==> src/rtl/jk_shift_ctrl.sv <==
// Command sequencer for a shift register built from JK flip-flop cells.
// Steers per-bit j/k so the bank takes the target value each clock; reads q back for shifts.
module jk_shift_ctrl #(
  parameter int WIDTH = 8,
  parameter int CNT_W = 4
) (
  input  logic             clk,
  input  logic             rst,
  input  logic             cmd_valid,
  output logic             cmd_ready,
  input  logic [1:0]       cmd_op,
  input  logic [WIDTH-1:0] cmd_data,
  input  logic [CNT_W-1:0] cmd_amt,
  input  logic             ser_in,
  input  logic [WIDTH-1:0] q,
  output logic [WIDTH-1:0] j,
  output logic [WIDTH-1:0] k,
  output logic             busy,
  output logic             done
);

  localparam logic [1:0] ST_IDLE  = 2'd0;
  localparam logic [1:0] ST_LOAD  = 2'd1;
  localparam logic [1:0] ST_SHIFT = 2'd2;
  localparam logic [1:0] ST_DONE  = 2'd3;

  localparam logic [1:0] OP_LOAD = 2'b00;
  localparam logic [1:0] OP_SHL  = 2'b01;
  localparam logic [1:0] OP_SHR  = 2'b10;

  logic [1:0]       state;
  logic [1:0]       op_r;
  logic [WIDTH-1:0] data_r;
  logic [CNT_W-1:0] cnt;
  logic             accept;
  logic             drive_en;
  logic [WIDTH-1:0] target;

  function automatic logic [WIDTH-1:0] shift_target(input logic [1:0]       op,
                                                    input logic [WIDTH-1:0] cur,
                                                    input logic             s);
    logic [WIDTH-1:0] res;
    case (op)
      OP_SHL:  res = {cur[WIDTH-2:0], s};
      OP_SHR:  res = {s, cur[WIDTH-1:1]};
      default: res = {cur[0], cur[WIDTH-1:1]};
    endcase
    return res;
  endfunction

  assign accept    = cmd_valid & cmd_ready;
  assign cmd_ready = (state == ST_IDLE) & rst;
  assign busy      = (state != ST_IDLE);
  assign done      = (state == ST_DONE);

  // A zero-count shift spends one hold cycle in SHIFT so its done pulse lines up with LOAD's.
  always_ff @(posedge clk or negedge rst) begin
    if (!rst) begin
      state  <= ST_IDLE;
      cnt    <= '0;
      op_r   <= '0;
      data_r <= '0;
    end else begin
      case (state)
        ST_IDLE: begin
          if (accept) begin
            op_r   <= cmd_op;
            data_r <= cmd_data;
            cnt    <= cmd_amt;
            state  <= (cmd_op == OP_LOAD) ? ST_LOAD : ST_SHIFT;
          end
        end
        ST_LOAD: state <= ST_DONE;
        ST_SHIFT: begin
          if ((cnt == CNT_W'(1)) || (cnt == '0)) begin
            state <= ST_DONE;
          end
          if (cnt != '0) begin
            cnt <= cnt - CNT_W'(1);
          end
        end
        default: state <= ST_IDLE;
      endcase
    end
  end

  always_comb begin
    drive_en = 1'b0;
    target   = '0;
    case (state)
      ST_LOAD: begin
        drive_en = 1'b1;
        target   = data_r;
      end
      ST_SHIFT: begin
        drive_en = (cnt != '0);
        target   = shift_target(op_r, q, ser_in);
      end
      default: begin
        drive_en = 1'b0;
        target   = '0;
      end
    endcase
  end

  // Forcing a bit always uses j=t, k=~t, so j=k=1 (toggle) can never be produced.
  assign j = drive_en ? target  : '0;
  assign k = drive_en ? ~target : '0;

endmodule
==> config.mk <==
export PLATFORM = sky130hd
export DESIGN_NAME = jk_shift_ctrl
export DESIGN_NICKNAME = d
export VERILOG_FILES = /design/src/rtl/jk_shift_ctrl.sv
export SDC_FILE = /design/constraint.sdc
export NUM_CORES = 1
export LEC_CHECK = 0
export BUFFER_PORTS_ARGS = -buffer_cell sky130_fd_sc_hd__buf_2
export CAP_MARGIN = 25
export CELL_PAD_IN_SITES_DETAIL_PLACEMENT = 0
export CELL_PAD_IN_SITES_GLOBAL_PLACEMENT = 1
export CORE_MARGIN = 2
export CORE_UTILIZATION = 40
export CTS_BUF_LIST = sky130_fd_sc_hd__clkbuf_4 sky130_fd_sc_hd__clkbuf_8
export CTS_CLUSTER_DIAMETER = 50
export DETAILED_ROUTE_END_ITERATION = 8
export PLACE_DENSITY = 0.88
export SLEW_MARGIN = 25
export SYNTH_ARGS = -nofsm -noshare
export SYNTH_HDL_FRONTEND = slang
export SYNTH_SLANG_ARGS = --single-unit
export TNS_END_PERCENT = 5
==> constraint.sdc <==
create_clock -name clk -period 4.9 [get_ports clk]
set_input_delay 0.98 -clock clk [delete_from_list [all_inputs] [get_ports clk]]
set_output_delay 0.98 -clock clk [all_outputs]
set_load 0.01 [all_outputs]
==> results of run 1 <==
per-stage QoR:
stage	instance area [µm²]	cells	utilization	power, mW	hold WS [ns]
after detailed placement	1410	195	0.504	0.942	0.510
after CTS	1450	199	0.517	1.03	0.533
final	1450	199	0.517	1.02	0.525
after floorplan	1200	127	-	0.792	0.472
after global routing	1450	199	0.517	1.12	0.564
after global placement	1410	195	0.504	0.924	0.504
critical path, cell delays in order, from the launching register on:
cell     delay, ns
dfrtp_1       0.42
inv_1         0.10
ha_1          0.59
inv_1         0.30
nor3_1        0.24
a21oi_1       0.08
nor2b_1       0.16
buf_2         0.16
power breakdown:
group	total (mW)	internal (mW)	switching [mW]
clock network	0.0892	0.0454	0.0439
registers	0.258	0.201	0.0574
logic	0.676	0.316	0.361
total	1.02	0.562	0.462
registers in the layout (all words and copies together), names as in the netlist:
register  count
data_r        8
cnt           4
op_r          2
state         2
final cells by class:
class,count,area share
tap,31,0.0268
timing repair buffer,44,0.152
sequential,16,0.276
multi-input combinational,95,0.497
clock buffer,4,0.0250
inverter,9,0.0233
path summary, 6_finish.rpt:
| kind | startpoint | to | slack [ns] | cells after the start |
|---|---|---|---|---|
| max reg2reg | state[0]$_DFFE_PN0P_ | state[1]$_DFFE_PN0P_ | 2.62 | 5 |
| min in group asynchronous | rst | data_r[5]$_DFFE_PN0P_ | 0.60 | 1 |
| max | state[0]$_DFFE_PN0P_ | k[7] | 1.58 | 7 |
| max in group asynchronous | rst | state[1]$_DFFE_PN0P_ | 4.00 | 1 |
| min reg2reg | cnt[1]$_DFFE_PN0P_ | cnt[1]$_DFFE_PN0P_ | 0.53 | 2 |
| min | cnt[1]$_DFFE_PN0P_ | cnt[1]$_DFFE_PN0P_ | 0.53 | 2 |
per-layer routing:
metal | vias up | global-route usage | routed length, µm
met3 | 5 | 0.0440 | 267
met5 | - | 0 | 0
met4 | 0 | 0.0682 | 43
met2 | 44 | 0.260 | 1160
met1 | 471 | 0.197 | 1190
li1 | 528 | - | -
kinds of logic (layout without fill, tap and decap cells):
family                     Yosys count  in the layout  synth area share
and+or+nand+nor                     40             40             0.172
AOI/OAI and AO/OA                   35             35             0.233
DFF                                 16             16             0.335
buffers and inverters               16             57            0.0638
muxes                               12             12             0.113
adders and majority gates            8              8            0.0837
cell usage in the layout, fill, tap and decap left out, drive strengths merged, types with 2 or more instances in the layout:
master	synthesis	routed
buf	5	44
dfrtp	16	16
nor2	12	12
mux2	12	12
nor2b	10	10
inv	9	9
a22o	8	8
ha	8	8
a22oi	7	7
a21oi	7	7
nand2	7	7
o21ai	7	7
nor3	4	4
clkbuf	2	4
nand2b	2	2
==> results_dict.tcl, run 1 <==
set metrics [dict create \
    multi_input_area_um2 719 \
    clk_pin_slew_ns 0.09 \
    numCtsBuffers 3 \
    gr-usage-all-layers 0.159 \
    synth_top_area_cell "dfrtp_1" \
    slew_viol_final 0 \
    ys_ff_latch 16 \
    violations "DRC" \
    worstSkewPairLatency_ns 0.29 \
    fin_crit_sh 0.678 \
    postCtsResizedCells 0 \
    n_antenna_cell 0 \
    syn_avg_cell_area_um2 9.42 \
    postSynth.asyncResetShare 1.00 \
    die_area_um2 3440 \
    grt_pass1_vias 964 \
    core_area_um2 2810 \
    post-cts-setup-buffers 0 \
    antenna_found_initial 0 \
    dieWidth_um 58.7 \
    post_drt_wl_per_cell_um 13.3 \
    synthesis.nets 161 \
    yosys-top-cells-area "dfrtp_1, mux2_2, ha_1" \
    num_vias 1048 \
    clock.fmax_mhz 301 \
    io_buffers 44 \
    rsz0062_at_grt "false" \
    worstMarginPinSlew_ns 0.666 \
    preCtsSetupSlack_ns 1.91 \
    syn_inst 127 \
    synth_common_cells "dfrtp_1, mux2_2, nor2_1, inv_1, nor2b_1" \
    yosys_most_used_dff "dfrtp_1" \
    grt_max_degree 21 \
    cts_tree "yes" \
    p_leak_nw 0.714 \
    gp_routability_congestion 0.781 \
    drive_above_1_share 0.417 \
    netlist.area_leader.share 0.335 \
    cp.required_ns 3.92 \
    grt_first_pass_wirelength_um 4150 \
    period_needed_ns 3.32 \
    netlist_area_um2 1200 \
    skew_ns 0.000673 \
    vias_per_cell 5.27 \
    end_kind "output port" \
    layout_setup_ws_ns 1.58 \
    hp-class "reg -> reg" \
    final-setup-viol-count 0 \
    io_pins 45 \
    cts.sinks 16 \
    cp_data_arrival_time_ns 2.34 \
    startpoint_type "register" \
    globalRouteOverflowTotal 0 \
    status "finished with violations" \
    ant_nets 0 \
    die_y_um 58.7 \
    seqCellArea_um2 400 \
    worstSetupPathType "reg -> out" \
    ys_types 31 \
    max_cap_viol_count 0 \
    num_rows 19 \
    cts_buffer_depth 2 \
    nNetsFinal 203 \
    yosysWarnings 0 \
    firstDrtPassIters 6 \
    initial_core_util 0.426 \
    yosysMostFrequentCell "dfrtp_1" \
    routed_wl_um 2660 \
    drc_errors 7 \
    hold_violations 0 \
    area_growth_pct 21.1 \
    synth_edf_count 0 \
    power_density_nw_per_um2 707 \
    cts-hold-fix-buffers 0 \
    yosysSeqAreaShare 0.335 \
    n_fill_cell 279 \
    place_hpwl_um 2100 \
    htree_levels 1 \
    critPathMaxFanout 16 \
    peakVddDrop_mv 0.295 \
    slew_headroom 0.556 \
    drt_iter0_drc 31 \
    fin_setup_tns_ns 0 \
    root_buffer "clkbuf_4" \
]
No activity file was read; power rests on OpenSTA's default activity.
==> run 2, diff against run 1 <==
CORE_UTILIZATION = 33   (was 40)
PLACE_DENSITY = 0.78   (was 0.88)
clock period = 3 ns   (was 4.9 ns; I/O delays follow)
==> results_dict.tcl, run 2 (synthesis gave the netlist of run 1 again) <==
set metrics [dict create \
    num_rows 21 \
    num_vias 1084 \
    drt_iter0_drc 50 \
    startpoint_type "register" \
    crit_slowest_cell "o21ai_2" \
    final-setup-viol-count 0 \
    critPathMaxFanout 16 \
    io_buffers 44 \
    numCtsBuffers 3 \
    fin_crit_sh 0.886 \
    postCtsResizedCells 0 \
    layout_commonest_cell "buf_2" \
    io_pins 45 \
    antenna_found_initial 0 \
    utilization 0.438 \
    clock.fmax_mhz 376 \
    place_hpwl_um 2280 \
    gp_routability_congestion 0.755 \
    final_cell_mix "buf_2, dfrtp_1, nor2_1, mux2_2" \
    grt_max_degree 20 \
    skew_ns 0.00331 \
    drive_above_1_share 0.430 \
    root_buffer "clkbuf_4" \
    core_area_um2 3420 \
    max_cap_viol_count 0 \
    end_kind "output port" \
    peakVddDrop_mv 0.367 \
    period_needed_ns 2.66 \
    critical_path.max_stage_delay_ns 0.51 \
    worstSetupPathType "reg -> out" \
    reg.largest.list "data_r (8), cnt (4)" \
    cp.required_ns 2.40 \
    die_y_um 64.2 \
    met3_usage 0.0317 \
    cp_data_arrival_time_ns 2.06 \
    status "finished clean" \
    initial_core_util 0.350 \
    cts-hold-fix-buffers 0 \
    rsz0062_at_grt "false" \
    grt-busiest-layer "met2" \
    worstSkewPairLatency_ns 0.28 \
    power_density_nw_per_um2 1130 \
    globalRouteOverflowTotal 0 \
    globalRouteMet1Util 0.180 \
    htree_levels 1 \
    ant_nets 0 \
    n_antenna_cell 0 \
    use_met2 0.223 \
    grt_first_pass_wirelength_um 4540 \
    dieWidth_um 64.2 \
    post-cts-setup-buffers 0 \
    cts_buffer_depth 2 \
    nNetsFinal 207 \
    slew_headroom 0.570 \
    grt_pass1_vias 1033 \
    hold_violations 0 \
    drc_errors 0 \
    fin_setup_tns_ns 0 \
    gr-usage-all-layers 0.137 \
    vias_per_cell 4.97 \
    worstMarginPinSlew_ns 0.645 \
    routed_wl_um 2790 \
    area_growth_pct 25.2 \
    hp-class "in -> async" \
    firstDrtPassIters 4 \
    top_register "data_r" \
    largest_reg_flops 8 \
    slew_viol_final 0 \
    clk_pin_slew_ns 0.10 \
    rrSetupSlack_ns 1.10 \
    cts_tree "yes" \
    path_cells "inv_1 > ha_1 > nand2b_1 > o21a_1 > o21ai_2 > nor2_1 > buf_2" \
    p_leak_nw 0.732 \
    die_area_um2 4120 \
    post_drt_wl_per_cell_um 12.8 \
    cts.sinks 16 \
]
[run 2: cell count changes in the layout (fill, tap and decap cells not counted)]
cell,change
buf_4,+4
[run 2: cell type report]
cell class,count,area [µm²]
clock buffer,4,36.3
fill,363,1920
inverter,9,33.8
multi-input combinational,95,719
sequential,16,400
tap,46,57.6
timing repair buffer,48,250
[run 2: per-layer routing]
metal / vias up / part of all wire
met2: 50 / 0.43
met3: 4 / 0.088
met4: 0 / 0.0090
met1: 491 / 0.47
li1: 539 / -
met5: - / 0
[run 2: worst paths after layout]
| path | from | endpoint | cells after the start |
|---|---|---|---|
| setup / recovery | cnt[0]$_DFFE_PN0P_ | j[1] | 7 |
| hold / removal | rst | data_r[0]$_DFFE_PN0P_ | 2 |
| setup reg to reg | state[0]$_DFFE_PN0P_ | state[1]$_DFFE_PN0P_ | 6 |
| hold reg to reg | cnt[1]$_DFFE_PN0P_ | cnt[1]$_DFFE_PN0P_ | 2 |
| max in group asynchronous | rst | state[1]$_DFFE_PN0P_ | 2 |
| min in group clk | cnt[1]$_DFFE_PN0P_ | cnt[1]$_DFFE_PN0P_ | 2 |
[run 2: critical path: cells and delay by family (launching register included)]
family	cells	cell delay [ns]
buffers and inverters	2	0.26
DFF	1	0.41
adders and majority gates	1	0.21
AOI/OAI and AO/OA	2	0.69
and+or+nand+nor	2	0.20
[run 2: per-stage QoR]
stage          power, mW  instance area (µm²)  hold slack [ns]  setup WS (ns)  std cells
2_1_floorplan       1.29                 1200            0.304          0.790        127
3_3_place_gp        1.54                 1460            0.497          0.701        214
3_5_place_dp        1.56                 1460            0.499          0.658        214
4_1_cts             1.71                 1500            0.294          0.330        218
5_1_grt             1.85                 1500            0.296          0.132        218
6_report            1.69                 1500            0.295          0.343        218
[run 2: where the power goes]
| part | internal (mW) | leakage (nW) | switching, mW |
|---|---|---|---|
| clock network | 0.0738 | 0.0210 | 0.0685 |
| registers | 0.328 | 0.191 | 0.0927 |
| logic | 0.535 | 0.520 | 0.596 |
